<file path="src/rtl/display_scan_if.sv">
// Producer-side handshake into the display scan controller.
// A word moves on every rising clk edge where in_valid && in_ready. in_valid and
// in_value must stay stable while in_valid is high and in_ready is low. in_ready
// comes straight from a register and never depends on in_valid.
interface display_scan_if;
  logic        in_valid;
  logic [15:0] in_value;
  logic        in_ready;

  modport master (
    output in_valid,
    output in_value,
    input  in_ready
  );

  modport slave (
    input  in_valid,
    input  in_value,
    output in_ready
  );
endinterface

</file>
<file path="src/rtl/display_scan_ctrl.sv">
// Four-digit multiplexed BCD display scanner with a one-deep pending register.
// New values reach the display only at frame boundaries, so a frame never mixes old and new digits.
module display_scan_ctrl #(
  parameter int SCAN_DIV = 50000,
  parameter int DEAD     = 2
) (
  input  logic           clk,
  input  logic           rst_n,
  display_scan_if.slave  in_bus,
  output logic [3:0]     digit_bcd,
  output logic [3:0]     digit_an,
  output logic           frame_done,
  output logic           bad_digit,
  output logic [1:0]     dbg_state
);

  localparam int            CW       = (SCAN_DIV > 1) ? $clog2(SCAN_DIV) : 1;
  localparam logic [CW-1:0] CNT_LAST = CW'(SCAN_DIV - 1);
  localparam logic [CW-1:0] CNT_DEAD = CW'(DEAD);

  typedef enum logic [1:0] {
    SLOT0 = 2'd0,
    SLOT1 = 2'd1,
    SLOT2 = 2'd2,
    SLOT3 = 2'd3
  } slot_t;

  slot_t         slot_q;
  slot_t         slot_d;
  logic [CW-1:0] div_cnt;
  logic          tick;
  logic          frame_bnd;
  logic          xfer;
  logic          pend_full;
  logic [15:0]   pend_val;
  logic [15:0]   disp_val;
  logic [1:0]    digit_sel;

  logic [3:0]    sel_nib;
  logic [3:0]    lead_zero;
  logic [3:0]    an_d;
  logic [3:0]    bcd_d;
  logic          in_bad;

  assign tick      = (div_cnt == CNT_LAST);
  assign digit_sel = slot_q;
  assign frame_bnd = tick && (slot_q == SLOT3);
  // pend_full blocks in_ready, so a transfer can never collide with a boundary load
  assign xfer      = in_bus.in_valid && !pend_full;
  assign in_bus.in_ready = !pend_full;
  assign dbg_state = slot_q;

  // Digit slot FSM: one state per anode, advancing on each divider tick.
  always_ff @(posedge clk) begin
    if (!rst_n) begin
      slot_q <= SLOT0;
    end else begin
      slot_q <= slot_d;
    end
  end

  always_comb begin
    slot_d = slot_q;
    if (tick) begin
      case (slot_q)
        SLOT0:   slot_d = SLOT1;
        SLOT1:   slot_d = SLOT2;
        SLOT2:   slot_d = SLOT3;
        SLOT3:   slot_d = SLOT0;
        default: slot_d = SLOT0;
      endcase
    end
  end

  always_ff @(posedge clk) begin
    if (!rst_n) begin
      div_cnt <= '0;
    end else if (tick) begin
      div_cnt <= '0;
    end else begin
      div_cnt <= div_cnt + CW'(1);
    end
  end

  always_comb begin
    in_bad = 1'b0;
    for (int i = 0; i < 4; i++) begin
      if (in_bus.in_value[i*4 +: 4] > 4'd9) begin
        in_bad = 1'b1;
      end
    end
  end

  // Pending and display registers: display only ever loads at a frame boundary.
  always_ff @(posedge clk) begin
    if (!rst_n) begin
      pend_full <= 1'b0;
      pend_val  <= 16'h0000;
      disp_val  <= 16'h0000;
      bad_digit <= 1'b0;
    end else begin
      if (frame_bnd && pend_full) begin
        disp_val  <= pend_val;
        pend_full <= 1'b0;
      end else if (xfer) begin
        pend_val  <= in_bus.in_value;
        pend_full <= 1'b1;
      end
      if (xfer && in_bad) begin
        bad_digit <= 1'b1;
      end
    end
  end

  // lead_zero[n]: digit n and every digit above it are zero; digit0 is never blanked.
  always_comb begin
    lead_zero    = 4'b0000;
    lead_zero[3] = (disp_val[15:12] == 4'd0);
    lead_zero[2] = lead_zero[3] && (disp_val[11:8] == 4'd0);
    lead_zero[1] = lead_zero[2] && (disp_val[7:4] == 4'd0);
    lead_zero[0] = 1'b0;
  end

  always_comb begin
    sel_nib = 4'h0;
    case (digit_sel)
      2'd0:    sel_nib = disp_val[3:0];
      2'd1:    sel_nib = disp_val[7:4];
      2'd2:    sel_nib = disp_val[11:8];
      2'd3:    sel_nib = disp_val[15:12];
      default: sel_nib = 4'h0;
    endcase
  end

  always_comb begin
    an_d  = 4'b1111;
    bcd_d = 4'hF;
    if (div_cnt >= CNT_DEAD) begin
      an_d = ~(4'b0001 << digit_sel);
      if (!lead_zero[digit_sel] && (sel_nib <= 4'd9)) begin
        bcd_d = sel_nib;
      end
    end
  end

  always_ff @(posedge clk) begin
    if (!rst_n) begin
      digit_an   <= 4'b1111;
      digit_bcd  <= 4'hF;
      frame_done <= 1'b0;
    end else begin
      digit_an   <= an_d;
      digit_bcd  <= bcd_d;
      frame_done <= frame_bnd;
    end
  end

endmodule

</file>
<file path="src/flat_wrapper.sv">
// flat-port wrapper written by rule: the top's interface ports become plain ports
module display_scan_ctrl_flat 
#(
  parameter int SCAN_DIV = 50000,
  parameter int DEAD     = 2
)
  (clk, rst_n, digit_bcd, digit_an, frame_done, bad_digit, dbg_state, in_bus_in_valid, in_bus_in_value, in_bus_in_ready);
  display_scan_if in_bus_i ();
  input  logic clk;
  input  logic rst_n;
  output logic [3:0] digit_bcd;
  output logic [3:0] digit_an;
  output logic frame_done;
  output logic bad_digit;
  output logic [1:0] dbg_state;
  input wire logic [$bits(in_bus_i.in_valid)-1:0] in_bus_in_valid;
  input wire logic [$bits(in_bus_i.in_value)-1:0] in_bus_in_value;
  output wire logic [$bits(in_bus_i.in_ready)-1:0] in_bus_in_ready;
  assign in_bus_i.in_valid = in_bus_in_valid;
  assign in_bus_i.in_value = in_bus_in_value;
  assign in_bus_in_ready = in_bus_i.in_ready;
  display_scan_ctrl #(.SCAN_DIV(SCAN_DIV), .DEAD(DEAD)) u_core (.clk(clk), .rst_n(rst_n), .in_bus(in_bus_i), .digit_bcd(digit_bcd), .digit_an(digit_an), .frame_done(frame_done), .bad_digit(bad_digit), .dbg_state(dbg_state));
endmodule
</file>
<file path="config.mk">
export PLATFORM = sky130hd
export DESIGN_NAME = display_scan_ctrl_flat
export DESIGN_NICKNAME = d
export VERILOG_FILES = /design/src/rtl/display_scan_if.sv /design/src/rtl/display_scan_ctrl.sv /design/src/flat_wrapper.sv
export SDC_FILE = /design/constraint.sdc
export NUM_CORES = 1
export LEC_CHECK = 0
export CORE_MARGIN = 2
export CORE_UTILIZATION = 62
export CTS_BUF_LIST = sky130_fd_sc_hd__clkbuf_4
export CTS_CLUSTER_DIAMETER = 30
export CTS_CLUSTER_SIZE = 30
export DETAILED_ROUTE_END_ITERATION = 10
export PLACE_DENSITY = 0.94
export SYNTH_ARGS = -nofsm -noshare
export SYNTH_HDL_FRONTEND = slang
export SYNTH_SLANG_ARGS = --single-unit
</file>
<file path="constraint.sdc">
create_clock -name clk -period 3 [get_ports clk]
set_input_delay 0.3 -clock clk [delete_from_list [all_inputs] [get_ports clk]]
set_output_delay 0.3 -clock clk [all_outputs]
set_load 0.02 [all_outputs]
</file>
# Word level (Yosys, flattened, before mapping)
# Cells that the tools add are included.
# Widths: inputs -> output; s select.
dict set report classes {
  addsub 1
  n_mul 0
  div_mod_pow 0
  magnitude_cmp 7
  n_eq_ne 4
  shift 1
  mux 8
  bitwise_logic 3
  n_reduce_logical 18
}
# op n
set ops {}
lappend ops {{$add 16x1->16 const B} 1}
lappend ops {{$eq 16x16->1 const B} 1}
lappend ops {{$ge 16x2->1 const B} 1}
lappend ops {{$gt 4x4->1 const B} 4}
lappend ops {{$pmux 4 s4} 1}
lappend ops {{$logic_not 4->1} 3}
lappend ops {{$pmux 2 s4} 1}
lappend ops {{$logic_and 1x1->1} 7}
lappend ops {{$mux 1} 5}
lappend ops {{$eq 2x2->1 const B} 2}
lappend ops {{$le 4x4->1 const B} 1}
lappend ops {{$not 4->4} 1}
lappend ops {{$reduce_and 2->1} 2}
lappend ops {{$reduce_or 2->1} 2}
lappend ops {{$shl 1x2->4 const A} 1}
lappend ops {{$lt 2x3->1 const B} 1}
lappend ops {{$reduce_and 3->1} 1}
lappend ops {{$bmux 1 s2} 1}
lappend ops {{$eq 2x1->1 const B} 1}
lappend ops {{$logic_not 1->1} 2}
lappend ops {{$logic_not 2->1} 1}
lappend ops {{$not 1->1} 2}
dict set report totals {
  register_bits 61
  latch_bits 0
  ramBits 0
  rom_bits 0
  out_inout_bits 13
  elab_cells 51
  memories 0
}

# Depth between registers and ports, before layout
# Gate-level depths: netlist of the first run.
dict set report depth {
  word_depth 8
  mapped_depth 6
  mapped_depth_nobuf 6
}

# Worst setup path before layout of the first run
# OpenSTA, ideal clock, no wires.
dict set report synth_timing {
  path_type {reg2reg}
  start {register u_core.slot_q[0] (netlist: u_core.dbg_state[0])}
  end {register u_core.digit_bcd[3]}
  setup_time_ns 0.123
  arrival_ns 1.650
  required_time_ns 2.877
  path_slack_ns 1.227
  stages_incl_launch_ff 6
  path_buffers 0
  path_cell_list {dfxtp_1 -> inv_1 -> ha_1 -> a222oi_1 -> mux2i_1 -> or2_2}
}
dict set report synth_between {
  elab_chain_len 5
  word_cells_on_any_way 11
  cone_classes {order compare (1); eq/ne (3); mux (3); reduce/logical (4)}
}
# item line
set synth_rtl {}
lappend synth_rtl {{start: declaration} display_scan_ctrl.sv:28} ;# slot_t slot_q;
lappend synth_rtl {{start signal: assignment} display_scan_ctrl.sv:58} ;# slot_q <= slot_d;
lappend synth_rtl {{$eq 2x2->1, or another cell as far along} display_scan_ctrl.sv:126} ;# case (digit_sel)
lappend synth_rtl {{$pmux 4 s4 / $mux 1 (equally long branches)} {display_scan_ctrl.sv:126, display_scan_ctrl.sv:140}}
lappend synth_rtl {{$le 4x4->1 / $logic_not 1->1 (equally long branches)} display_scan_ctrl.sv:140} ;# if (!lead_zero[digit_sel] && (sel_nib <= 4'd9)) begin
lappend synth_rtl {{$logic_and 1x1->1} display_scan_ctrl.sv:140}
lappend synth_rtl {{$reduce_and 3->1 (no line)} -}
lappend synth_rtl {{end signal: assignment} display_scan_ctrl.sv:149} ;# digit_bcd <= 4'hF;
lappend synth_rtl {{end signal: assignment} display_scan_ctrl.sv:153} ;# digit_bcd <= bcd_d;
lappend synth_rtl {{end: declaration} display_scan_ctrl.sv:10} ;# output logic [3:0] digit_bcd,
# Parallel ways exist; a longest one is shown, timed or not. The select of a mux whose other input is x is not followed.
# A chain may end at the register's enable or synchronous reset.

# Worst setup path in the final report of the first run
# Same ends and word-level chain as after synthesis.

==> flow_metrics.py, run 1 <==
metrics = {
    "yosys": {
        "synth_edf_count": 0,
        "syn_nets": 331,
        "synth_seq_area_share_pct": 45.6,
        "synth.most_common_cell": "dfxtp_1",
        "synth_common_cells": "61 x dfxtp_1, 46 x nand2_1, 25 x nor2_1",
        "ys_types": 37,
        "synth_top_area_share_pct": 45.6,
        "ys_async_sr_fraction_pct": 0,
        "yosysTopAreaCell": "dfxtp_1",
        "synthFlopType": "dfxtp_1",
        "ys_seq_elements": 61,
        "synthCells": 305,
        "synth_area_leaders": "dfxtp_1 46%, a21boi_0 6.7%, nand2_1 6.4%, nand4_1 4.7%, o21ai_0 4.3%",
        "ys.warnings.count": 0,
        "syn_area_sq_um": 2680,
        "syn_avg_cell_area_sq_um": 8.78,
    },
    "detailed_routing": {
        "drtAntennaViolNets": 0,
        "wire_per_inst_microns": 14.4,
        "vias": 2228,
        "dr.pass1.iters": 4,
        "drt_iter0_markers": 122,
        "drcViolationCount": 0,
        "routed_wl_microns": 5560,
        "vias_per_cell": 5.77,
    },
    "final_layout": {
        "syn_to_final_growth_pct": 14.9,
        "drive_above_1_share_pct": 5.06,
        "final.fill_count": 303,
        "regArea_sq_um": 1220,
        "n_antenna_cell": 0,
        "fin_area_sq_um": 3080,
        "multi_input_area_sq_um": 1340,
        "utilization_pct": 75.4,
        "nNetsFinal": 358,
    },
    "worst_hold_path": {
        "worstHoldStart": "in_bus_in_value[0]",
        "min_path_cells": 3,
        "min_to": "u_core.pend_val[0]",
        "hold_path.class": "in2reg",
    },
    "die": {
        "die_area_sq_um": 4860,
        "core_area_sq_um": 4090,
        "die_w_microns": 69.7,
        "start_util_pct": 65.6,
        "die_h_microns": 69.7,
        "pin_count": 32,
        "rows": 23,
    },
    "pwr": {
        "sw_frac_of_total_pct": 25.0,
        "p_seq_share_pct": 60.2,
        "pwr-share-clk_pct": 31.1,
        "p_switching_mw": 0.354,
        "p_comb_share_pct": 8.7,
        "ir_drop_uv": 359,
        "intPower_mw": 1.06,
        "p_leak_nw": 1.07,
        "power_density_nw_per_um2": 459,
    },
    "timing": {
        "fin_skew_ns": 0.0144,
        "final.setup.tns_ns": 0,
        "fin_crit_sh_pct": 64.3,
        "hold_slack_ns": 0.451,
        "slew_headroom_pct": 38.9,
        "rsz0062_at_grt": "false",
        "finalCriticalPeriod_ns": 1.93,
        "fmax_mhz": 518,
        "drv_slew": 0,
        "worstMarginPinSlew_ns": 0.915,
        "layout_setup_ws_ns": 1.07,
        "finalSetupViolations": 0,
        "final-hold-violation-count": 0,
    },
    "setup_path": {
        "worst-r2r-cell-count": 5,
        "critical_path_class": "reg2reg",
        "required_ns": 3.30,
        "r2r-end": "u_core.digit_bcd[3]",
        "crit_fanout": 7,
        "ff2ff_setup_slack_ns": 1.07,
        "endpoint_kind": "register",
        "critical_path_arrival_ns": 2.23,
        "r2r_start": "u_core.dbg_state[0]",
        "crit_path_start_kind": "register",
    },
    "global_routing": {
        "grt_pass1_wl_microns": 9350,
        "grt_max_degree": 26,
        "grt_pass1_vias": 2117,
        "track_usage_pct": 24.5,
        "gr-total-overflow": 0,
        "antenna_found_initial": 0,
    },
    "clock_tree": {
        "cts.htree.levels": 3,
        "cts.path.max_buffers": 2,
        "cts_buffers": 9,
        "cts.sinks": 61,
        "cts-root-buf": "clkbuf_4",
        "clkLatencyLatePin_ns": 0.41,
        "clk_pin_slew_ns": 0.09,
        "cts_resized": 0,
        "cts_setup_buffers": 0,
        "cts_tree": "done",
        "cts_hold_buf": 0,
    },
    "flow_run": {
        "max_cap_violations": 0,
    },
    "place": {
        "portBuffers": 31,
        "gp_congestion": 0.790,
        "hpwl_microns": 3920,
        "place_ws_ns": 0.995,
        "post_dp_cell_area_sq_um": 2990,
    },
    "status": {
        "status": "finished clean",
    },
}
==> cell usage in the layout (no fill, tap or decap) <==
cell,Yosys,final
clkinv_1,0,5
nor2_1,25,25
a21boi_0,24,24
nor4_1,6,6
nand4_1,20,20
nor4_4,1,1
nor3b_1,1,1
inv_1,10,10
and4_1,1,1
and2_1,4,4
xor2_1,2,2
nand3_1,7,7
o21ai_0,23,23
a222oi_1,4,4
and4_2,1,1
or2_2,1,1
nor3_4,1,1
a21oi_1,2,2
nand3_4,1,1
nand3b_1,1,1
a21boi_1,10,10
nand2_1,46,46
nor2b_1,1,1
clkbuf_4,0,10
clkdlybuf4s50_1,0,31
ha_1,7,7
mux2i_1,3,3
a41oi_1,1,1
o21bai_1,1,1
nor3_1,6,6
o221ai_1,1,1
dfxtp_1,61,61
buf_4,2,2
o21a_1,2,2
a211o_1,2,2
xnor2_1,12,12
==> metrics by stage <==
step,instances,power [mW]
after detailed placement,371,0.993
after global routing,386,1.46
after floorplan,305,0.933
after CTS,386,1.41
final,386,1.41
after global placement,371,0.988
==> layer usage <==
metal	vias up	GRT usage, %	wire, microns
met1	1016	27.5	2450
li1	1134	-	-
met2	66	42.3	2750
met5	-	0	0
met4	0	13.2	130
met3	12	6.40	232
==> final cells by class <==
cell class	instances	area share, %
timing repair buffer	33	10.6
clock inverter	5	0.610
inverter	10	1.22
multi-input combinational	217	43.5
clock buffer	10	2.44
sequential	61	39.7
tap	50	2.03
==> worst max path at each step <==
stage | slack [ns] | endpoint | cells past startpoint | startpoint
final | 1.07 | u_core.digit_bcd[3] | 5 | u_core.dbg_state[0]
after global routing | 0.95 | u_core.dbg_state[1] | 5 | u_core.div_cnt[1]
after CTS | 1.08 | u_core.digit_bcd[3] | 5 | u_core.dbg_state[0]
after detailed placement | 0.99 | u_core.pend_val[2] | 4 | in_bus_in_valid
after global placement | 1.11 | u_core.pend_val[10] | 4 | in_bus_in_valid
after floorplan | 1.23 | u_core.digit_bcd[3] | 5 | u_core.dbg_state[0]
==> worst max-delay path, stage by stage, from the launching register on <==
cell and delay [ns]:
dfxtp_1 0.46, inv_1 0.12, ha_1 0.30, a222oi_1 0.42
mux2i_1 0.19, or2_2 0.32
==> cell families after synthesis <==
kind of cell,count (synthesis),share of synthesized area [%]
and+or+nand+nor,123,23.2
AOI/OAI and AO/OA,70,17.8
DFF,61,45.6
buffers and inverters,27,4.44
xor gates and xnor gates,14,4.58
adders and majority gates,7,3.27
muxes,3,1.12
==> sequential cells by signal (all words and copies together) (netlist names) <==
signal,flops
u_core.bad_digit,1
u_core.dbg_state,2
u_core.digit_an,4
u_core.digit_bcd,4
u_core.disp_val,16
u_core.div_cnt,16
u_core.frame_done,1
u_core.pend_full,1
u_core.pend_val,16
==> power by group through the flow <==
stage	clock network, mW	logic (mW)	registers (mW)
after floorplan	0	0.0552	0.877
after global placement	0	0.120	0.868
after detailed placement	0	0.124	0.869
after CTS	0.438	0.124	0.850
after global routing	0.473	0.135	0.854
final	0.440	0.123	0.851
Power figures use the tool's default switching activity.
==> run 2: changes to the inputs <==
Settings changed: CORE_UTILIZATION 62 to 57, PLACE_DENSITY 0.94 to 0.88.
Clock period 3 ns to 2 ns, I/O delays scaled along.
==> run 2 against run 1 <==
Via count is 1.4% higher. Worst hold slack worse by 0.11 ns. Design area is 3.0% higher. Worst setup slack worse by 0.92 ns. Largest cell class unchanged. Highest routed layer unchanged.
==> flow_metrics.py, run 2 (same netlist as run 1, synthesis figures left out) <==
metrics = {
    "setup_path": {
        "ff2ff_setup_slack_ns": 0.15,
        "slowest_stage": "dfxtp_1",
        "critical_path_class": "reg2reg",
        "crit_path_start_kind": "register",
        "cp_cell_sequence": "inv_1 -> ha_1 -> a222oi_1 -> mux2i_1 -> a211o_1",
        "endpoint_kind": "register",
        "critical_path_arrival_ns": 2.16,
        "required_ns": 2.32,
        "slowest_delay_ns": 0.47,
        "crit_fanout": 7,
    },
    "place": {
        "gp_congestion": 0.818,
        "portBuffers": 31,
        "hpwl_microns": 3830,
        "post-place-cells": 378,
        "place_ws_ns": 0.111,
    },
    "die": {
        "die_h_microns": 72.6,
        "rows": 24,
        "die_w_microns": 72.6,
        "pin_count": 32,
        "core_area_sq_um": 4440,
        "die_area_sq_um": 5260,
        "start_util_pct": 60.3,
    },
    "timing": {
        "finalCriticalPeriod_ns": 1.85,
        "slew_headroom_pct": 64.3,
        "finalSetupViolations": 0,
        "fmax_mhz": 541,
        "rsz0062_at_grt": "false",
        "fin_crit_sh_pct": 92.4,
        "final-hold-violation-count": 0,
        "fin_skew_ns": 0.0145,
        "drv_slew": 0,
        "layout_setup_ws_ns": 0.153,
        "final.setup.tns_ns": 0,
        "worstMarginPinSlew_ns": 0.534,
    },
    "clock_tree": {
        "cts_hold_buf": 0,
        "cts.sinks": 61,
        "clkLatencyLatePin_ns": 0.41,
        "cts_buffers": 9,
        "cts_tree": "done",
        "clk_pin_slew_ns": 0.11,
        "cts-root-buf": "clkbuf_4",
        "cts.htree.levels": 3,
        "cts.path.max_buffers": 2,
    },
    "worst_hold_path": {
        "hold_path.class": "in2reg",
    },
    "detailed_routing": {
        "wl_met1_microns": 2290,
        "drcViolationCount": 0,
        "vias_per_cell": 5.74,
        "met3_length_microns": 352,
        "topRoutingLayerUsed": "met4",
        "wire_per_inst_microns": 13.9,
        "routed_wl_microns": 5470,
        "drt_iter0_markers": 190,
        "vias": 2260,
        "dr.pass1.iters": 4,
        "drtAntennaViolNets": 0,
        "wl_met2_microns": 2740,
    },
    "final_layout": {
        "nNetsFinal": 363,
        "top_regs": "u_core.disp_val (16), u_core.div_cnt (16), u_core.pend_val (16)",
        "syn_to_final_growth_pct": 18.4,
        "n_antenna_cell": 0,
        "final.fill_count": 340,
        "drive_above_1_share_pct": 7.89,
        "layout_commonest_cell": "dfxtp_1",
        "stdcell_count": 394,
        "mostFrequentLayoutCells": "60 x dfxtp_1, 46 x nand2_1, 31 x clkdlybuf4s50_1",
    },
    "global_routing": {
        "grt_pass1_wl_microns": 9630,
        "gr-total-overflow": 0,
        "track_usage_pct": 23.8,
        "grt_pass1_vias": 2186,
        "antenna_found_initial": 0,
        "grt_max_degree": 38,
    },
    "pwr": {
        "ir_drop_uv": 470,
        "p_leak_nw": 1.11,
        "finalPower_mw": 2.28,
        "power_density_nw_per_um2": 720,
    },
    "status": {
        "status": "finished clean",
    },
    "flow_run": {
        "max_cap_violations": 0,
    },
}
## run 2: cell count changes in the layout (fill, tap and decap cells not counted)
cell,change
clkinvlp_4,+2
clkinv_4,+1
clkinv_1,-3
clkinv_2,+1
bufinv_16,+1
dfxtp_1,-1
clkbuf_4,-1
dfxtp_2,+1
buf_4,+4
buf_12,+1
## run 2: metal layers
metal / vias up / track usage, %
met2: 70 / 40.6
li1: 1134 / -
met3: 11 / 7.78
met5: - / 0
met1: 1045 / 26.6
met4: 0 / 11.7
## run 2: critical path: cells and delay by family, from the launching register on
family                   cells  cell delay [ns]
adder cells (fa/ha/maj)      1             0.27
multiplexers                 1             0.19
buffers and inverters        1             0.12
AO/OA/AOI/OAI                2             0.71
flip-flops                   1             0.47
## run 2: worst paths after layout
| kind | startpoint | end | cells after the start |
|---|---|---|---|
| setup reg to reg | u_core.dbg_state[1] | u_core.digit_bcd[1] | 5 |
| hold reg to reg | u_core.pend_val[14] | u_core.disp_val[14] | 2 |
| setup / recovery | u_core.dbg_state[1] | u_core.digit_bcd[1] | 5 |
| hold / removal | in_bus_in_value[4] | u_core.pend_val[4] | 3 |
## run 2: area by class of cell
class | count | area [sq um] | area share, %
multi-input cells | 217 | 1340 | 42.2
flip-flops and latches | 61 | 1220 | 38.5
repair buffers | 38 | 375 | 11.8
clock buffers | 9 | 67.6 | 2.13
clock inverters | 7 | 66.3 | 2.09
well taps | 52 | 65.1 | 2.05
inverters | 10 | 37.5 | 1.18
## run 2: through the flow
| step | hold WS (ns) | utilization, % | instance area, sq um |
|---|---|---|---|
| after floorplan | 0.335 | - | 2680 |
| after global placement | 0.449 | 68.4 | 3040 |
| after detailed placement | 0.453 | 68.4 | 3040 |
| after CTS | 0.313 | 71.4 | 3170 |
| after global routing | 0.336 | 71.4 | 3170 |
| final | 0.338 | 71.4 | 3170 |
## run 2: timing repair
action,CTS,global route
gates resized for setup,0,1
setup endpoints to repair,0,4
buffers inserted,0,0
## run 2: where the power goes
part	switching [mW]	internal (mW)	leakage [nW]
Sequential	0.0227	1.25	0.497
Clock	0.448	0.372	0.0670
Combinational	0.0884	0.101	0.551
Total	0.559	1.72	1.11
==> run 3: changes to the inputs <==
Settings changed: GPL_TIMING_DRIVEN set to 0, SKIP_LAST_GASP set to 1.
==> run 3 against run 2 <==
Wire length is 1.0% higher. Fmax down 0.95%. Total power rose by 11%. Clock power rose by 32%. Global-route usage decreased by 0.14 points. Sequential share of layout area fell by 0.79 points. Design area up 2.1%. Non-clock buffer count is 10 higher. Combinational power hardly changed. Largest power group unchanged.
==> flow_metrics.py, run 3 (same netlist as run 1, synthesis figures left out) <==
metrics = {
    "timing": {
        "finalSetupViolations": 0,
        "slew_headroom_pct": 72.0,
        "fmax_mhz": 536,
        "fin_crit_sh_pct": 93.2,
        "hold_slack_ns": 0.355,
        "layout_setup_ws_ns": 0.135,
        "drv_slew": 0,
        "final-hold-violation-count": 0,
        "finalCriticalPeriod_ns": 1.86,
        "fin_skew_ns": 0.0145,
        "final.setup.tns_ns": 0,
        "rsz0062_at_grt": "false",
        "worstMarginPinSlew_ns": 0.420,
    },
    "detailed_routing": {
        "vias": 2265,
        "drcViolationCount": 0,
        "dr.pass1.iters": 5,
        "wl_met2_microns": 2650,
        "drtAntennaViolNets": 0,
        "drt_iter0_markers": 128,
        "met3_length_microns": 223,
        "vias_per_cell": 5.61,
        "wire_per_inst_microns": 13.7,
        "routed_wl_microns": 5530,
        "wl_met1_microns": 2530,
        "topRoutingLayerUsed": "met4",
    },
    "setup_path": {
        "crit_start": "u_core.dbg_state[1]",
        "crit_fanout": 7,
        "required_ns": 2.28,
        "endpoint_kind": "register",
        "r2r_start": "u_core.dbg_state[1]",
        "critical_path_class": "reg2reg",
        "crit_path_start_kind": "register",
        "critical_path_arrival_ns": 2.15,
    },
    "die": {
        "die_area_sq_um": 5260,
        "rows": 24,
        "pin_count": 32,
        "die_w_microns": 72.6,
        "core_area_sq_um": 4440,
        "die_h_microns": 72.6,
        "start_util_pct": 60.3,
    },
    "clock_tree": {
        "cts.sinks": 61,
        "cts.htree.levels": 3,
        "cts_resized": 0,
        "cts_hold_buf": 0,
        "cts_buffers": 9,
        "cts_tree": "done",
        "clkLatencyLatePin_ns": 0.40,
        "clk_pin_slew_ns": 0.10,
        "cts_setup_buffers": 0,
        "cts.path.max_buffers": 2,
        "cts-root-buf": "clkbuf_4",
    },
    "flow_run": {
        "max_cap_violations": 0,
    },
    "final_layout": {
        "syn_to_final_growth_pct": 20.9,
        "mostFrequentLayoutCells": "60 x dfxtp_1, 46 x nand2_1, 31 x clkdlybuf4s50_1",
        "layout_commonest_cell": "dfxtp_1",
        "nNetsFinal": 373,
        "drive_above_1_share_pct": 7.67,
        "n_antenna_cell": 0,
        "final.fill_count": 366,
        "fin_area_sq_um": 3240,
        "top_regs": "u_core.disp_val (16), u_core.div_cnt (16), u_core.pend_val (16)",
        "utilization_pct": 72.9,
        "stdcell_count": 404,
    },
    "pwr": {
        "p_leak_nw": 1.14,
        "sw_frac_of_total_pct": 21.1,
        "pwr-share-clk_pct": 42.4,
        "ir_drop_uv": 453,
        "p_switching_mw": 0.537,
        "p_comb_share_pct": 7.4,
        "power_density_nw_per_um2": 785,
        "p_seq_share_pct": 50.1,
        "finalPower_mw": 2.54,
        "intPower_mw": 2.01,
    },
    "place": {
        "portBuffers": 31,
        "gp_congestion": 0.817,
        "place_ws_ns": 0.132,
        "post_dp_cell_area_sq_um": 3050,
        "post-place-cells": 388,
        "hpwl_microns": 4110,
    },
    "global_routing": {
        "track_usage_pct": 23.7,
        "grt_pass1_wl_microns": 9610,
        "grt_max_degree": 11,
        "antenna_found_initial": 0,
        "gr-total-overflow": 0,
        "grt_pass1_vias": 2122,
    },
    "status": {
        "status": "finished clean",
    },
    "worst_hold_path": {
        "worstHoldStart": "in_bus_in_value[4]",
        "hold_path.class": "in2reg",
    },
}
==> run 3: cell types whose count changed in the layout (fill, tap and decap cells not counted), moves of 2 or more <==
cell | previous run | this run
bufinv_16 | 1 | 3
buf_4 | 6 | 2
buf_2 | 0 | 2
clkbuf_1 | 0 | 11
clkinvlp_4 | 2 | 0
clkbuf_4 | 9 | 11
==> run 3: cell type report <==
| type | count | area [sq um] | share of cell area, % |
|---|---|---|---|
| Inverter | 10 | 37.5 | 1.16 |
| Buffer | 17 | 81.3 | 2.51 |
| Timing Repair Buffer | 31 | 310 | 9.58 |
| Clock buffer | 11 | 82.6 | 2.55 |
| Clock inverter | 5 | 98.8 | 3.05 |
| Sequential cell | 61 | 1220 | 37.7 |
| Tap cell | 52 | 65.1 | 2.01 |
| Multi-Input combinational cell | 217 | 1340 | 41.4 |
==> run 3: worst max-delay path: stages (launching register included) <==
cell      delay, ns
dfxtp_1        0.48
inv_1          0.13
ha_1           0.27
a222oi_1       0.35
mux2i_1        0.19
a211o_1        0.33
==> run 3: worst paths after layout <==
path,to,slack [ns],cells past startpoint
worst max-delay path,u_core.digit_bcd[1],0.14,5
worst min-delay path,u_core.pend_val[4],0.36,3
worst max register to register,u_core.digit_bcd[1],0.14,5
worst min register to register,u_core.pend_val[5],0.47,2
==> run 3: metal layers <==
| metal | vias up | track usage (%) |
|---|---|---|
| met4 | 0 | 13.4 |
| met2 | 68 | 37.8 |
| met3 | 11 | 5.00 |
| met5 | - | 0 |
| met1 | 1026 | 29.7 |
| li1 | 1160 | - |
==> run 3: power by group through the flow <==
stage,Sequential (mW),Combinational (mW),Clock (mW)
global placement,1.30,0.185,0
floorplan,1.32,0.0829,0
CTS,1.28,0.191,1.10
finish,1.28,0.189,1.08
global route,1.28,0.209,1.15
detailed placement,1.30,0.190,0
